[src/rtl/hazard_ctrl_unit.sv]
// Hazard controller for the IF/ID and ID/EX pipeline registers: load-use stalls,
// multi-cycle branch flush sequencing, memory-wait freeze and saturating event counters.
module hazard_ctrl_unit #(
  parameter int FLUSH_CYCLES = 2,
  parameter int CNT_W        = 16
) (
  input  logic             clk,
  input  logic             rst,
  input  logic [4:0]       id_rs1,
  input  logic [4:0]       id_rs2,
  input  logic             id_uses_rs2,
  input  logic             ex_MemRead,
  input  logic [4:0]       ex_rd,
  input  logic             branch_taken,
  input  logic             mem_busy,
  output logic             pc_write,
  output logic             if_id_write,
  output logic             if_id_flush,
  output logic             id_ex_write,
  output logic             id_ex_bubble,
  output logic [CNT_W-1:0] stall_count,
  output logic [CNT_W-1:0] flush_count,
  output logic [CNT_W-1:0] memwait_count
);

  typedef enum logic [0:0] {
    RUN   = 1'b0,
    FLUSH = 1'b1
  } state_t;

  localparam bit         MULTI_FLUSH = (FLUSH_CYCLES > 1);
  localparam logic [2:0] FCNT_LOAD   = 3'(FLUSH_CYCLES - 1);

  state_t     state, state_nx;
  logic [2:0] fcnt, fcnt_nx;
  logic       load_use;
  logic       inc_stall, inc_flush, inc_memwait;

  function automatic logic [CNT_W-1:0] sat_inc(input logic [CNT_W-1:0] v);
    if (v == {CNT_W{1'b1}}) begin
      return v;
    end else begin
      return v + CNT_W'(1);
    end
  endfunction

  // Producer in ID/EX is a load whose destination is read by the ID instruction.
  always_comb begin
    load_use = ex_MemRead && (ex_rd != 5'd0) &&
               ((ex_rd == id_rs1) || (id_uses_rs2 && (ex_rd == id_rs2)));
  end

  // Next-state and Mealy control decode, strict priority from reset down to normal flow.
  always_comb begin
    pc_write     = 1'b1;
    if_id_write  = 1'b1;
    if_id_flush  = 1'b0;
    id_ex_write  = 1'b1;
    id_ex_bubble = 1'b0;
    state_nx     = state;
    fcnt_nx      = fcnt;
    inc_stall    = 1'b0;
    inc_flush    = 1'b0;
    inc_memwait  = 1'b0;
    if (rst) begin
      pc_write     = 1'b0;
      if_id_write  = 1'b0;
      if_id_flush  = 1'b1;
      id_ex_write  = 1'b1;
      id_ex_bubble = 1'b1;
      state_nx     = RUN;
      fcnt_nx      = 3'd0;
    end else if (mem_busy) begin
      pc_write    = 1'b0;
      if_id_write = 1'b0;
      id_ex_write = 1'b0;
      inc_memwait = 1'b1;
    end else if (branch_taken) begin
      if_id_flush  = 1'b1;
      id_ex_bubble = 1'b1;
      inc_flush    = 1'b1;
      if (MULTI_FLUSH) begin
        state_nx = FLUSH;
        fcnt_nx  = FCNT_LOAD;
      end else begin
        state_nx = RUN;
        fcnt_nx  = 3'd0;
      end
    end else begin
      case (state)
        FLUSH: begin
          // Squashing the ID instruction, so any load-use match is irrelevant here.
          if_id_flush  = 1'b1;
          id_ex_bubble = 1'b1;
          if (fcnt == 3'd1) begin
            state_nx = RUN;
            fcnt_nx  = 3'd0;
          end else begin
            fcnt_nx = fcnt - 3'd1;
          end
        end
        RUN: begin
          if (load_use) begin
            pc_write     = 1'b0;
            if_id_write  = 1'b0;
            id_ex_bubble = 1'b1;
            inc_stall    = 1'b1;
          end else begin
            inc_stall = 1'b0;
          end
        end
        default: begin
          state_nx = RUN;
          fcnt_nx  = 3'd0;
        end
      endcase
    end
  end

  // State and flush-counter register.
  always_ff @(posedge clk) begin
    if (rst) begin
      state <= RUN;
      fcnt  <= 3'd0;
    end else begin
      state <= state_nx;
      fcnt  <= fcnt_nx;
    end
  end

  // Saturating event counters.
  always_ff @(posedge clk) begin
    if (rst) begin
      stall_count   <= {CNT_W{1'b0}};
      flush_count   <= {CNT_W{1'b0}};
      memwait_count <= {CNT_W{1'b0}};
    end else begin
      if (inc_stall)   stall_count   <= sat_inc(stall_count);
      if (inc_flush)   flush_count   <= sat_inc(flush_count);
      if (inc_memwait) memwait_count <= sat_inc(memwait_count);
    end
  end

endmodule

[config.mk]
export PLATFORM = sky130hd
export DESIGN_NAME = hazard_ctrl_unit
export DESIGN_NICKNAME = d
export VERILOG_FILES = /design/src/rtl/hazard_ctrl_unit.sv
export SDC_FILE = /design/constraint.sdc
export NUM_CORES = 1
export LEC_CHECK = 0
export CAP_MARGIN = 0
export CORE_UTILIZATION = 35
export DETAILED_ROUTE_END_ITERATION = 7
export PLACE_DENSITY = 0.7
export SLEW_MARGIN = 5
export SYNTH_ARGS = -nofsm -noshare
export SYNTH_HDL_FRONTEND = slang
export SYNTH_SLANG_ARGS = --single-unit
[constraint.sdc]
create_clock -name clk -period 3.15 [get_ports clk]
set_input_delay 0.945 -clock clk [delete_from_list [all_inputs] [get_ports clk]]
set_output_delay 0.945 -clock clk [all_outputs]
set_load 0.01 [all_outputs]
==> flow_metrics.py <==
metrics = {
    "status": {
        "outcome": "finished, violations left",
        "violations": "negative setup slack",
    },
    "route": {
        "remaining_drc_errors": 0,
        "vias": 2767,
        "post_drt_wl_per_cell_um": 13.5,
        "detail-route-antenna-nets": 0,
        "viasPerCell": 5.27,
        "pre_antenna_drt_iters": 4,
        "detail_route.iter0.violations": 97,
        "detail_route.wirelength_mm": 7.07,
    },
    "global_routing": {
        "grt_max_degree": 43,
        "antenna_found_initial": 0,
        "vias_in_the_first_global_route": 2473,
        "globalRouteOverflowTotal": 0,
        "grt_pass1_wl_mm": 11.7,
        "grt_use_total_pct": 17.1,
    },
    "sta": {
        "final_hold_slack_ns": 0.494,
        "timing.final.ws_setup_ns": -0.0533,
        "drv_slew": 0,
        "fin_crit_sh_pct": 102,
        "timing.final.setup_violations": 3,
        "worst-slew-pin-transition_ns": 0.536,
        "setup-tns-final_ns": -0.102,
        "hold_violations": 0,
        "maxClockFrequency_mhz": 312,
        "min_period_ns": 3.20,
        "skew_ns": 0.00965,
        "rsz_0062_raised_after_global_routing": "true",
        "max_slew_headroom_at_the_worst_pin_pct": 64.0,
    },
    "final_layout": {
        "fin_area_um2": 3960,
        "finish.net_count": 448,
        "post_route_cells_drive_above_1_share_pct": 16.3,
        "n_antenna_cell": 0,
        "fillCellCount": 752,
        "final_core_occ_pct": 51.5,
        "flow.area_growth_from_synthesis_pct": 42.7,
    },
    "worst_hold_path": {
        "hold_path_end": "fcnt[1]",
        "min_from": "fcnt[1]",
        "hold_path_depth": 2,
        "min_path_type": "reg2reg",
    },
    "critical_path": {
        "timing_worst_setup_path_type": "in2out",
        "r2r_start": "stall_count[0]",
        "worst-endpoint-required_ns": 2.20,
        "worst_setup_path_start_kind": "input pin",
        "worstPathMaxFanout": 2,
        "r2r.worst_path.cells": 6,
        "timing.critical_path.cells": "buf_8, xor2_2, nor4_2, a32oi_2, buf_4, o31ai_4, buf_2",
        "timing.critical_path.from": "id_rs2[1]",
        "critPathArrivalTime_ns": 2.26,
        "critPathCaptureType": "output port",
        "cp_slowest_stage_delay_ns": 0.34,
        "r2r_setup_slk_ns": 1.03,
        "slowest_stage": "sky130_fd_sc_hd__nor4_2",
        "worstReg2RegEnd": "stall_count[12]",
    },
    "logic_synthesis": {
        "synth.yosys.seq_area_share_pct": 37.5,
        "syn_area_um2": 2780,
        "synth_cell_types": 50,
        "synth_async_sr_flop_share_pct": 0,
        "post_synth_main_area_contributors": "sky130_fd_sc_hd__dfxtp_1 37%, sky130_fd_sc_hd__xnor2_1 6.3%, sky130_fd_sc_hd__nor2_1 5.3%",
        "post-synth-top-area-fraction_pct": 37.5,
        "synth.cells.most_frequent": "52 x sky130_fd_sc_hd__dfxtp_1, 39 x sky130_fd_sc_hd__nor2_1, 20 x sky130_fd_sc_hd__nand2_1, 20 x sky130_fd_sc_hd__xnor2_1, 18 x sky130_fd_sc_hd__a21oi_1",
        "yosysWarnings": 0,
        "synthesis.instances": 327,
        "postSynthAreaPerCell_um2": 8.49,
        "syn_nets": 353,
        "ys_dominant_reg_cell": "sky130_fd_sc_hd__dfxtp_1",
        "synth_edf_count": 0,
        "ys_seq_elements": 52,
        "synthDominantAreaCellType": "sky130_fd_sc_hd__dfxtp_1",
        "most_used_standard_cell_by_instance_count_after_synthesis": "sky130_fd_sc_hd__dfxtp_1",
    },
    "die": {
        "core_um2": 7690,
        "rows": 32,
        "die-height_um": 91.1,
        "start_util_pct": 36.1,
        "pin_count": 74,
        "die_area_um2": 8290,
        "die-width_um": 91.1,
    },
    "clock_tree": {
        "clock_tree.buffer_depth": 2,
        "htreeDepth": 2,
        "ctsRootBufferMaster": "sky130_fd_sc_hd__clkbuf_8",
        "cts_sinks": 52,
        "worstSkewPairLatency_ns": 0.31,
        "tritoncts_clock_tree": "yes",
        "cts-hold-fix-buffers": 0,
        "cts_buffers": 5,
        "clk_pin_slew_worst_paths_ns": 0.09,
    },
    "power": {
        "peakVddDrop_uv": 181,
        "power_per_cell_area_nw_per_um2": 347,
        "leakagePower_nw": 1.41,
    },
    "placement": {
        "place.gp.congestion": 0.785,
        "port_buffers": 73,
        "post-dp-hpwl_mm": 5.19,
        "pre_cts_slack_ns": -0.866,
        "postPlaceCellArea_um2": 3740,
    },
    "flow_run": {
        "max-cap-violations": 0,
    },
}
-- placed cells by master, fill, tap and decap left out, types with 3 or more instances in the layout --
master,count
sky130_fd_sc_hd__and4_1,5
sky130_fd_sc_hd__a21oi_1,18
sky130_fd_sc_hd__o31ai_1,9
sky130_fd_sc_hd__clkdlybuf4s50_1,54
sky130_fd_sc_hd__dfxtp_1,52
sky130_fd_sc_hd__nor2_1,37
sky130_fd_sc_hd__and3_1,8
sky130_fd_sc_hd__buf_4,30
sky130_fd_sc_hd__nor4b_1,3
sky130_fd_sc_hd__nor3_1,8
sky130_fd_sc_hd__mux2i_1,6
sky130_fd_sc_hd__xnor2_1,19
sky130_fd_sc_hd__mux2_1,4
sky130_fd_sc_hd__xor2_1,10
sky130_fd_sc_hd__o21ai_0,6
sky130_fd_sc_hd__nand2b_1,9
sky130_fd_sc_hd__nor4_1,10
sky130_fd_sc_hd__or3_1,3
sky130_fd_sc_hd__nand2_1,20
sky130_fd_sc_hd__nand3_1,14
sky130_fd_sc_hd__or4_1,9
sky130_fd_sc_hd__ha_1,5
sky130_fd_sc_hd__buf_2,8
sky130_fd_sc_hd__nand4_1,11
sky130_fd_sc_hd__nor2b_1,6
sky130_fd_sc_hd__dlygate4sd2_1,7
sky130_fd_sc_hd__clkbuf_8,5
sky130_fd_sc_hd__inv_1,4
-- worst max-delay path, delay by kind of cell --
| kind | cells | cell delay, ns |
|---|---|---|
| and+or+nand+nor | 1 | 0.34 |
| AOI/OAI and AO/OA | 2 | 0.36 |
| buffers and inverters | 3 | 0.45 |
| xor gates and xnor gates | 1 | 0.17 |
-- kinds of logic after synthesis --
group                      synth area share, %
adders and majority gates                 2.25
muxes                                     4.60
buffers and inverters                     3.29
xor gates and xnor gates                  10.1
and+or+nand+nor                           31.8
AOI/OAI and AO/OA                         10.5
DFF                                       37.5
-- timing repair --
item                       CTS  global route
pin swaps                   12             1
gates resized for setup     58             5
setup endpoints to repair    5             4
gates cloned                 0             0
buffers inserted             7             0
-- power by group --
group          switching, W  total, W  internal, W
clock network      0.000233  0.000553     0.000320
logic             0.0000742  0.000151    0.0000769
registers        0.00000708  0.000671     0.000664
total              0.000315   0.00138      0.00106
-- sequential cells by signal (all words and copies together), names as in the netlist --
name           count
stall_count       16
memwait_count     16
fcnt               3
state              1
flush_count       16
-- layout make-up --
type / instances / area, um2 / area share [%]
inverter: 4 / 15.0 / 0.379
timing repair buffer: 104 / 928 / 23.4
clock buffer: 5 / 68.8 / 1.74
clock inverter: 3 / 68.8 / 1.74
tap: 102 / 128 / 3.22
sequential: 52 / 1040 / 26.3
multi-input combinational: 255 / 1710 / 43.2
-- worst max path at each step --
stage / cells past startpoint / to
floorplan: 6 / pc_write
global placement: 6 / id_ex_bubble
detailed placement: 6 / if_id_write
CTS: 7 / id_ex_bubble
global route: 7 / id_ex_bubble
finish: 7 / id_ex_bubble
-- through the flow --
stage          total power (W)  std cells
2_1_floorplan         0.000748        327
3_3_place_gp          0.000822        510
3_5_place_dp          0.000826        510
4_1_cts                0.00139        525
5_1_grt                0.00143        525
6_report               0.00138        525
-- per-layer routing --
metal / global-route usage [%] / routed length [um] / vias to the layer above
met5: 0 / 0 / -
met4: 4.37 / 69 / 0
met3: 3.02 / 227 / 7
met2: 31.1 / 3650 / 50
met1: 20.7 / 3120 / 1333
li1: - / - / 1377
(Power assumes the default switching activity.)
